## src/rtl/load_align_unit_pkg.sv

```systemverilog
// load_pkg: size encodings, FSM states and the spanning-access test shared by the load path
package load_pkg;
  localparam logic [1:0] SZ_B = 2'd0;
  localparam logic [1:0] SZ_H = 2'd1;
  localparam logic [1:0] SZ_W = 2'd2;
  localparam logic [1:0] SZ_D = 2'd3;
  typedef enum logic [2:0] {IDLE, REQ0, WAIT0, REQ1, WAIT1, RESP} state_t;
  function automatic logic spans(input int off, input logic [1:0] size, input int nb);
    return off + (1 << size) > nb;
  endfunction
endpackage

```

## src/rtl/load_align_unit_extend.sv

```systemverilog
// load_extend: shifts two beats down to the byte offset, truncates to the access size and sign/zero-extends
module load_extend #(
  parameter int XLEN = 32
) (
  input  logic [XLEN-1:0]            beat0,
  input  logic [XLEN-1:0]            beat1,
  input  logic [$clog2(XLEN/8)-1:0]  offset,
  input  logic [1:0]                 size,
  input  logic                       uns,
  output logic [XLEN-1:0]            data
);
  logic [XLEN-1:0] lo;
  logic [XLEN-1:0] mask;
  logic [6:0]      nb;
  logic            sign;
  always_comb begin
    lo   = XLEN'({beat1, beat0} >> {offset, 3'b000});
    nb   = 7'd8 << size;
    mask = ~({XLEN{1'b1}} << nb);
    sign = ~uns & |(lo & mask & ~(mask >> 1));
    data = (lo & mask) | ({XLEN{sign}} & ~mask);
  end
endmodule

```

## src/rtl/load_align_unit.sv

```systemverilog
// load_align_unit: one-in-flight aligned/misaligned load FSM; LOAD_MISALIGNED_SPLIT_EN enables two-beat spanning loads
module load_align_unit
  import load_pkg::*;
#(
  parameter int XLEN   = 32,
  parameter int ADDR_W = 32
) (
  input  logic              clk,
  input  logic              rst,
  input  logic              req_valid,
  output logic              req_ready,
  input  logic [ADDR_W-1:0] req_addr,
  input  logic [1:0]        req_size,
  input  logic              req_unsigned,
  output logic              mem_req_valid,
  input  logic              mem_req_ready,
  output logic [ADDR_W-1:0] mem_req_addr,
  input  logic              mem_rsp_valid,
  input  logic [XLEN-1:0]   mem_rsp_data,
  output logic              rsp_valid,
  input  logic              rsp_ready,
  output logic [XLEN-1:0]   rsp_data,
  output logic              rsp_misaligned,
  output logic              rsp_fault
);
  localparam int NB = XLEN / 8;
  localparam int OW = $clog2(NB);
  state_t            state;
  logic [ADDR_W-1:0] addr_q;
  logic [1:0]        size_q;
  logic              uns_q;
  logic [XLEN-1:0]   ext_b0;
  logic [XLEN-1:0]   ext_b1;
  logic [XLEN-1:0]   ext_data;
  logic [ADDR_W-1:0] base;
  logic              req_fault;
  assign base          = {addr_q[ADDR_W-1:OW], {OW{1'b0}}};
  assign req_ready     = state == IDLE;
  assign mem_req_valid = state == REQ0 || state == REQ1;
  assign mem_req_addr  = base + (state == REQ1 ? ADDR_W'(NB) : ADDR_W'(0));
  assign rsp_valid     = state == RESP;
  assign req_fault     = XLEN == 32 && req_size == SZ_D;
`ifdef LOAD_MISALIGNED_SPLIT_EN
  logic [XLEN-1:0] beat0_q;
  logic            span_q;
  assign span_q = spans(int'(addr_q[OW-1:0]), size_q, NB);
  assign ext_b0 = state == WAIT1 ? beat0_q : mem_rsp_data;
  assign ext_b1 = state == WAIT1 ? mem_rsp_data : '0;
`else
  logic req_span;
  assign req_span = spans(int'(req_addr[OW-1:0]), req_size, NB);
  assign ext_b0   = mem_rsp_data;
  assign ext_b1   = '0;
`endif
  load_extend #(.XLEN(XLEN)) u_ext (
    .beat0  (ext_b0),
    .beat1  (ext_b1),
    .offset (addr_q[OW-1:0]),
    .size   (size_q),
    .uns    (uns_q),
    .data   (ext_data)
  );
  always_ff @(posedge clk) begin
    if (rst) begin
      state          <= IDLE;
      addr_q         <= '0;
      size_q         <= '0;
      uns_q          <= 1'b0;
      rsp_data       <= '0;
      rsp_misaligned <= 1'b0;
      rsp_fault      <= 1'b0;
`ifdef LOAD_MISALIGNED_SPLIT_EN
      beat0_q        <= '0;
`endif
    end else begin
      case (state)
        IDLE: if (req_valid) begin
          addr_q    <= req_addr;
          size_q    <= req_size;
          uns_q     <= req_unsigned;
          rsp_data  <= '0;
          rsp_fault <= req_fault;
`ifdef LOAD_MISALIGNED_SPLIT_EN
          rsp_misaligned <= 1'b0;
          state          <= req_fault ? RESP : REQ0;
`else
          rsp_misaligned <= !req_fault && req_span;
          state          <= (req_fault || req_span) ? RESP : REQ0;
`endif
        end
        REQ0: if (mem_req_ready) state <= WAIT0;
        WAIT0: if (mem_rsp_valid) begin
`ifdef LOAD_MISALIGNED_SPLIT_EN
          if (span_q) begin
            beat0_q <= mem_rsp_data;
            state   <= REQ1;
          end else begin
            rsp_data <= ext_data;
            state    <= RESP;
          end
`else
          rsp_data <= ext_data;
          state    <= RESP;
`endif
        end
`ifdef LOAD_MISALIGNED_SPLIT_EN
        REQ1: if (mem_req_ready) state <= WAIT1;
        WAIT1: if (mem_rsp_valid) begin
          rsp_data <= ext_data;
          state    <= RESP;
        end
`endif
        RESP: if (rsp_ready) state <= IDLE;
        default: state <= IDLE;
      endcase
    end
  end
endmodule

```

## config.mk

```make
export PLATFORM = sky130hd
export DESIGN_NAME = load_align_unit
export DESIGN_NICKNAME = d
export VERILOG_FILES = /design/src/rtl/load_align_unit_pkg.sv /design/src/rtl/load_align_unit_extend.sv /design/src/rtl/load_align_unit.sv
export SDC_FILE = /design/constraint.sdc
export NUM_CORES = 1
export LEC_CHECK = 0
export ABC_AREA = 1
export ABC_CLOCK_PERIOD_IN_PS = 4750
export CAP_MARGIN = 20
export CELL_PAD_IN_SITES_DETAIL_PLACEMENT = 0
export CELL_PAD_IN_SITES_GLOBAL_PLACEMENT = 1
export CORE_AREA = 2 2 86 149
export DETAILED_ROUTE_END_ITERATION = 10
export DIE_AREA = 0 0 88 151
export HOLD_SLACK_MARGIN = 0.03
export PLACE_DENSITY_LB_ADDON = 0.1
export SKIP_LAST_GASP = 1
export SYNTH_ARGS = -nofsm -noshare
export SYNTH_HDL_FRONTEND = slang
export SYNTH_SLANG_ARGS = --single-unit
export TNS_END_PERCENT = 50
```

## constraint.sdc

```tcl
create_clock -name clk -period 4.75 [get_ports clk]
set_clock_uncertainty 0.1 [all_clocks]
set_input_delay 1.425 -clock clk [delete_from_list [all_inputs] [get_ports clk]]
set_output_delay 1.425 -clock clk [all_outputs]
set_load 0.05 [all_outputs]
```

==> impl_results.md, run 1 <==
- WL per Instance: 15.99 um
- CTS tree: done
- R2R depth: 8
- RSZ-0062 raised after global routing: yes
- Register share of total power: around 36%
- Routed Antenna Nets: 0
- Port-buffer cells: about 140
- Hold Path Origin: rsp_data[31]$_SDFFE_PP0P_
- Clock Tree Root: clkbuf_16
- Final critical-path share of the clock period: 97.55%
- Commonest non-fill, non-tap cell in the layout: clkdlybuf4s50_1
- Hold_ws: approximately 0.37 ns
- Clk pwr share: between 30% and 40%
- Total leakage power: 2.237 nW
- Grt total ovfl: 0
- Die height: 151 um
- Drt drc: 0
- Yosys reg bits: 72
- Clock buffer depth: 2
- Area delta synth->final: 43.41%
- Final WL: 14.01 mm
- CP Data Arrival Time: 3.11 ns
- Gr usage total: 21.26%
- # setup viols final: 0
- Crit path kind: reg -> out
- Initial antenna violation count: 0
- Die span in x: a little under 90 um
- Ratio of cells with drive above 1 in the final layout: roughly 5.8%
- Max VDD drop: between 150 and 200 uV
- Cts bufs inserted: 9
- PD cells: about 350 nW/um^2
- Worst EP required: ~3.2 ns
- Ys Warns: 0
- Sw frac: around 39%
- Routed vias/inst: 4.933
- GPL Wtd Cong: approximately 0.94
- # clock sinks: a little over 70
- Clk_lat worst skew: between 0.3 and 0.4 ns
- Detail Placement HPWL: around 11 mm
- Routed via count: roughly 4300
- Crit start category: flop
- Slew Viols, Final: 0
- Psw: 0.7805 mW
- Initial Utilization: between 30% and 40%
- H-Tree Depth: 3
- Mapped cell area: between 4000 and 5000 um^2
- Int Pwr: 1.236 mW
- I/O pin cnt: about 140
- Syn_area_per_cell: a little under 7 um^2
- Core box area: ~12000 um^2
- Final instance area: 5771 um^2
- Critical path peak fanout: 4
- Footprint of the multi-input gates: between 2000 and 2500 um^2
- Hold Crit Depth: 2
- FF/Latch Area: approximately 1400 um^2
- Max Fclk: ~220 MHz
- Post-DP Area: ~5500 um^2
- Die area: 13290 um^2
- Status: complete, no violations
- Final Hold Fails: 0
- Crit path capture type: primary output
- Fin crit period: between 4 and 5 ns
- Final net count: 784
- RR Endpoint: rsp_data[26]$_SDFFE_PP0P_
- # Max-Cap Violations: 0
- Worst-path clk slew: roughly 0.060 ns
- Unique masters post-synth: 35
- Initial DRC count: about 130
- Most frequent cells in the layout: 135 x clkdlybuf4s50_1, 126 x nand2_1, 77 x a21oi_1
- Gate power share: between 30% and 40%
- Worst-Margin Slew: a little over 1 ns
- Post-synthesis sequential area ratio: between 30 and 40%
- FP Rows: 53
- Hold EP: rsp_data[31]$_SDFFE_PP0P_
- Largest net degree at the start of global routing: 63
- Ant diodes: 0
- Cells after synthesis: between 500 and 600
- Vias in the first global route: about 4400
- DR pass1 iterations: 4
- RR Startpoint: addr_q[1]$_SDFFE_PP0P_
- Fillers: approximately 1200
- First-pass GRT wire length: approximately 21 mm
- R2r setup slk: 2.06 ns
- Hold Crit Class: reg -> reg
- Max transition margin: between 30% and 40%
## per-layer routing
layer	track usage (%)	vias to the layer above	share of wire (%)
li1	-	2196	-
met1	20.49	1972	36
met2	42.05	126	56
met3	4.033	27	4.9
met4	9.077	0	3.2
met5	0	-	0
## through the flow
stage          power (mW)  TNS (ns)  setup slack, ns  cells  util [%]
2_1_floorplan       1.142         0           0.7204    588         -
3_3_place_gp        1.377         0           0.5391    860     45.67
3_5_place_dp        1.381         0           0.4645    860     45.67
4_1_cts             2.044         0          0.09144    876     48.06
5_1_grt             2.122   -0.1115         -0.07325    876     48.08
6_report            2.016         0           0.1166    876     48.08
## worst max-delay path: stages, from the launching register on
cell,delay (ns)
dfxtp_1,0.34
inv_1,0.06
nor3_1,0.19
ha_1,0.23
nand3_2,0.15
nor3_4,0.21
nand2_2,0.15
nor2_4,0.16
nand3_1,0.13
nor2_1,0.15
xor2_1,0.18
clkdlybuf4s50_1,0.83
## area by class of cell
cell class | instances | share of cell area, %
Multi-Input combinational cell | 429 | 38.57
Sequential cell | 72 | 24.98
Timing Repair Buffer | 143 | 24.54
Clock buffer | 9 | 3.903
Tap cell | 165 | 3.578
Inverter | 51 | 3.361
Clock inverter | 7 | 1.062
## cells in the mapped netlist, drive strengths merged
| library cell | n | share of area (%) |
|---|---|---|
| nand2 | 131 | 12 |
| a21oi | 77 | 9.6 |
| dfxtp | 72 | 36 |
| nand3 | 69 | 8.8 |
| o21ai | 59 | 7.3 |
| inv | 51 | 4.8 |
| xor2 | 28 | 6.1 |
| clkbuf | 26 | 2.4 |
| nor2 | 21 | 2.3 |
| nor3 | 12 | 2.1 |
| buf | 10 | 1.8 |
| nand4 | 9 | 1.6 |
| ha | 4 | 1.2 |
| nor4 | 3 | 0.47 |
| o211ai | 3 | 0.56 |
| o21bai | 3 | 0.56 |
| a211oi | 1 | 0.19 |
| a221o | 1 | 0.25 |
| and3 | 1 | 0.16 |
| conb | 1 | 0.093 |
| fa | 1 | 0.50 |
| mux2i | 1 | 0.25 |
| nor4b | 1 | 0.22 |
| o2bb2ai | 1 | 0.22 |
| or2 | 1 | 0.22 |
## power groups by stage
| stage | sequential [mW] | clock [mW] | combinational (mW) |
|---|---|---|---|
| after global placement | 0.731 | 0 | 0.646 |
| after floorplan | 0.743 | 0 | 0.399 |
| after detailed placement | 0.732 | 0 | 0.650 |
| final | 0.718 | 0.652 | 0.645 |
| after CTS | 0.718 | 0.674 | 0.652 |
| after global routing | 0.728 | 0.695 | 0.699 |
## kinds of logic (layout without fill, tap and decap cells)
family / after synthesis / after routing / synth area share, %
compound gates: 145 / 145 / 18.69
xor+xnor: 28 / 28 / 6.095
fa+ha+maj: 5 / 5 / 1.741
buf+inv: 87 / 210 / 9.017
flops: 72 / 72 / 35.82
mux: 1 / 1 / 0.2488
other cells: 1 / 2 / 0.09319
simple gates: 248 / 248 / 28.30
## how the worst max path moves through the flow
stage                               start          endpoint  slack [ns]  depth (start not counted)
floorplan           state[0]$_SDFFE_PP0P_  mem_req_addr[30]        0.72                         10
global placement    state[0]$_SDFFE_PP0P_  mem_req_addr[29]        0.54                         12
detailed placement  state[0]$_SDFFE_PP0P_  mem_req_addr[27]        0.46                         11
CTS                 state[0]$_SDFFE_PP0P_  mem_req_addr[27]        0.09                         11
global route        state[1]$_SDFFE_PP0P_  mem_req_addr[27]       -0.07                         11
finish              state[0]$_SDFFE_PP0P_  mem_req_addr[27]        0.12                         11
## timing repair
| item | 4_1_cts | 5_1_grt |
|---|---|---|
| hold buffers | 0 | 0 |
| gates resized for setup | 0 | 1 |
| setup endpoints to repair | 0 | 3 |
| buffers inserted | 0 | 0 |
## registers in the layout, summed over array words and instances (netlist names)
| register | flops |
|---|---|
| rsp_data | 32 |
| state | 3 |
| size_q | 2 |
| rsp_misaligned | 1 |
| uns_q | 1 |
| addr_q | 32 |
| rsp_fault | 1 |
No activity file was read; power rests on OpenSTA's default activity.
==> inputs of run 2 (changes only) <==
--- a/config.mk
+++ b/config.mk
@@ -6,7 +6,7 @@
 export NUM_CORES = 1
 export LEC_CHECK = 0
 export ABC_AREA = 1
-export ABC_CLOCK_PERIOD_IN_PS = 4750
+export ABC_CLOCK_PERIOD_IN_PS = 5650
 export CAP_MARGIN = 20
 export CELL_PAD_IN_SITES_DETAIL_PLACEMENT = 0
 export CELL_PAD_IN_SITES_GLOBAL_PLACEMENT = 1
==> constraint.sdc (replaced) <==
create_clock -name clk -period 5.65 [get_ports clk]
set_clock_uncertainty 0.1 [all_clocks]
set_input_delay 1.695 -clock clk [delete_from_list [all_inputs] [get_ports clk]]
set_output_delay 1.695 -clock clk [all_outputs]
set_load 0.05 [all_outputs]
==> run 2 against run 1 <==
Cell count shrank 0.23%. Non-clock buffer count fell by 2. Design area grew 0.52%. Largest cell class unchanged. Die area unchanged.
==> impl_results.md, run 2 (synthesized netlist as in run 1, its figures left out) <==
- Cts bufs inserted: 9 (unchanged)
- Grt total ovfl: 0 (unchanged)
- Total leakage power: 2.224 nW (-0.57%)
- Ratio of cells with drive above 1 in the final layout: 5.078% (-0.69 points)
- Initial DRC count: 131 (-0.76%)
- Die span in x: 88 um (unchanged)
- WL per Instance: 16.13 um (+0.87%)
- Fillers: 1243 (+2.6%)
- DR pass1 iterations: 4 (unchanged)
- Vias in the first global route: 4392 (+0.57%)
- Routed Antenna Nets: 0 (unchanged)
- First-pass GRT wire length: 21.86 mm (+1.8%)
- Hold Crit Class: reg -> reg
- Max Fclk: ~200 MHz
- Status: complete, no violations
- Final critical-path share of the clock period: about nine tenths
- Worst-Margin Slew: 1.057 ns (+0.03786 ns)
- Routed vias/inst: 4.904 (-0.58%)
- Crit path kind: reg -> out
- Core box area: 12000 um^2 (unchanged)
- Footprint of the multi-input gates: 2226 um^2 (unchanged)
- Placed Cells: 858 (-0.23%)
- Hold-fix buffers, CTS: 0 (unchanged)
- FF/Latch Area: 1441 um^2 (unchanged)
- Clock Tree Root: clkbuf_16
- Final WL: 14.09 mm (+0.64%)
- Port-buffer cells: 139 (unchanged)
- Die area: 13290 um^2 (unchanged)
- Final net count: 782 (-0.26%)
- Worst EP required: 3.86 ns (+0.64 ns)
- Commonest non-fill, non-tap cell in the layout: clkdlybuf4s50_1
- Die height: 151 um (unchanged)
- Detail Placement HPWL: 10.78 mm (-0.32%)
- # Max-Cap Violations: 0 (unchanged)
- Fin crit period: ~5 ns
- Ant diodes: 0 (unchanged)
- Crit start category: flop
- # clock sinks: 72 (unchanged)
- CP Data Arrival Time: 3.31 ns (+0.20 ns)
- FP Rows: 53 (unchanged)
- Routed via count: 4286 (-0.81%)
- Final Hold Fails: 0 (unchanged)
- Max transition margin: 29.41% (-2.5 points)
- Post-CTS Setup Repair Bufs: 0 (unchanged)
- CTS tree: done
- Critical path's most frequent cell: ha_1
- Buffers & Inverters on Critical Path: 2 (unchanged)
- H-Tree Depth: 3 (unchanged)
- Drt drc: 0 (unchanged)
- Max incr delay on CP: 0.81 ns (-0.02 ns)
- Initial Utilization: 33.52% (unchanged)
- Area delta synth->final: 44.15%
- Initial antenna violation count: 0 (unchanged)
- PD cells: 305.3 nW/um^2 (-13%)
- Total Neg Setup Slack: 0 ns (unchanged)
- I/O pin cnt: 142 (unchanged)
- GPL Wtd Cong: 0.9468 (+0.79%)
- Critical Path, Cell by Cell: inv_1 -> nor3_1 -> ha_1 -> ha_1 -> nand3_2 -> nor3_4 -> nand4_2 -> or2_4 -> nor2_2 -> xor2_1 -> clkdlybuf4s50_1
- Top Registers: addr_q x32, rsp_data x32, state x3
- Gr usage total: 21.59% (+0.33 points)
- Hold_ws: 0.3604 ns (-0.006281 ns)
- Layout Cells excl Fill: 874 (-0.23%)
- Clk_lat worst skew: 0.33 ns (about the same)
- Slew Viols, Final: 0 (unchanged)
- Clock buffer depth: 2 (unchanged)
- Most frequent cells in the layout: 139 x clkdlybuf4s50_1, 126 x nand2_1, 77 x a21oi_1
- RSZ-0062 raised after global routing: no
- Max VDD drop: 156.4 uV (-13%)
- Kind of cell adding the most delay to the critical path: simple AND/OR/NAND/NOR gates
- Largest net degree at the start of global routing: 63 (unchanged)
- Resized cells post-CTS: 0 (unchanged)
- Critical path peak fanout: 5 (+1)
- CP max stage cell: clkdlybuf4s50_1
- Worst-path clk slew: 0.06 ns (about the same)
- # setup viols final: 0 (unchanged)
- Crit path capture type: primary output
[run 2: changes by cell type in the layout (fill, tap and decap cells not counted), sizes merged]
| cell | change |
|---|---|
| buf | -5 |
| dlymetal6s2s | -1 |
| clkdlybuf4s50 | +4 |
| inv | -2 |
| bufinv | +2 |
[run 2: routing by layer]
metal	routed length, um	GRT usage [%]	part of all wire (%)
met1	5231	21.90	37
met2	7755	41.17	55
met3	647	4.469	4.6
met4	460	9.308	3.3
met5	0	0	0
[run 2: layout make-up]
type,instances,area share [%]
multi-input cells,429,38.37
flip-flops and latches,72,24.85
repair buffers,141,24.25
clock buffers,9,3.883
well taps,165,3.559
inverters,51,3.343
clock inverters,7,1.747
[run 2: per-stage QoR]
stage | setup WS (ns) | utilization, % | instance area, um^2 | power [mW]
2_1_floorplan | 1.350 | - | 4028 | 0.9597
3_3_place_gp | 0.9691 | 45.61 | 5474 | 1.158
3_5_place_dp | 0.9088 | 45.61 | 5474 | 1.161
4_1_cts | 0.5506 | 48.33 | 5801 | 1.794
5_1_grt | 0.3417 | 48.33 | 5801 | 1.865
6_report | 0.5462 | 48.33 | 5801 | 1.771
[run 2: where the power goes]
part / switching, mW / internal, mW
Clock: 0.235 / 0.390
Sequential: 0.0539 / 0.551
Combinational: 0.360 / 0.181
[run 2: final timing paths]
path                       startpoint                        end  slack, ns  depth (start not counted)
max             state[0]$_SDFFE_PP0P_           mem_req_addr[30]       0.55                         11
min          rsp_data[7]$_SDFFE_PP0P_   rsp_data[7]$_SDFFE_PP0P_       0.36                          2
max reg2reg    addr_q[1]$_SDFFE_PP0P_  rsp_data[26]$_SDFFE_PP0P_       2.94                          8
min reg2reg  rsp_data[7]$_SDFFE_PP0P_   rsp_data[7]$_SDFFE_PP0P_       0.36                          2
[run 2: worst reg2reg max path: cells and delay by family (launching register included)]
kind | cells | cell delay (ns)
simple gates | 6 | 0.97
compound gates | 1 | 0.16
flops | 1 | 1.02
buf+inv | 1 | 0.38
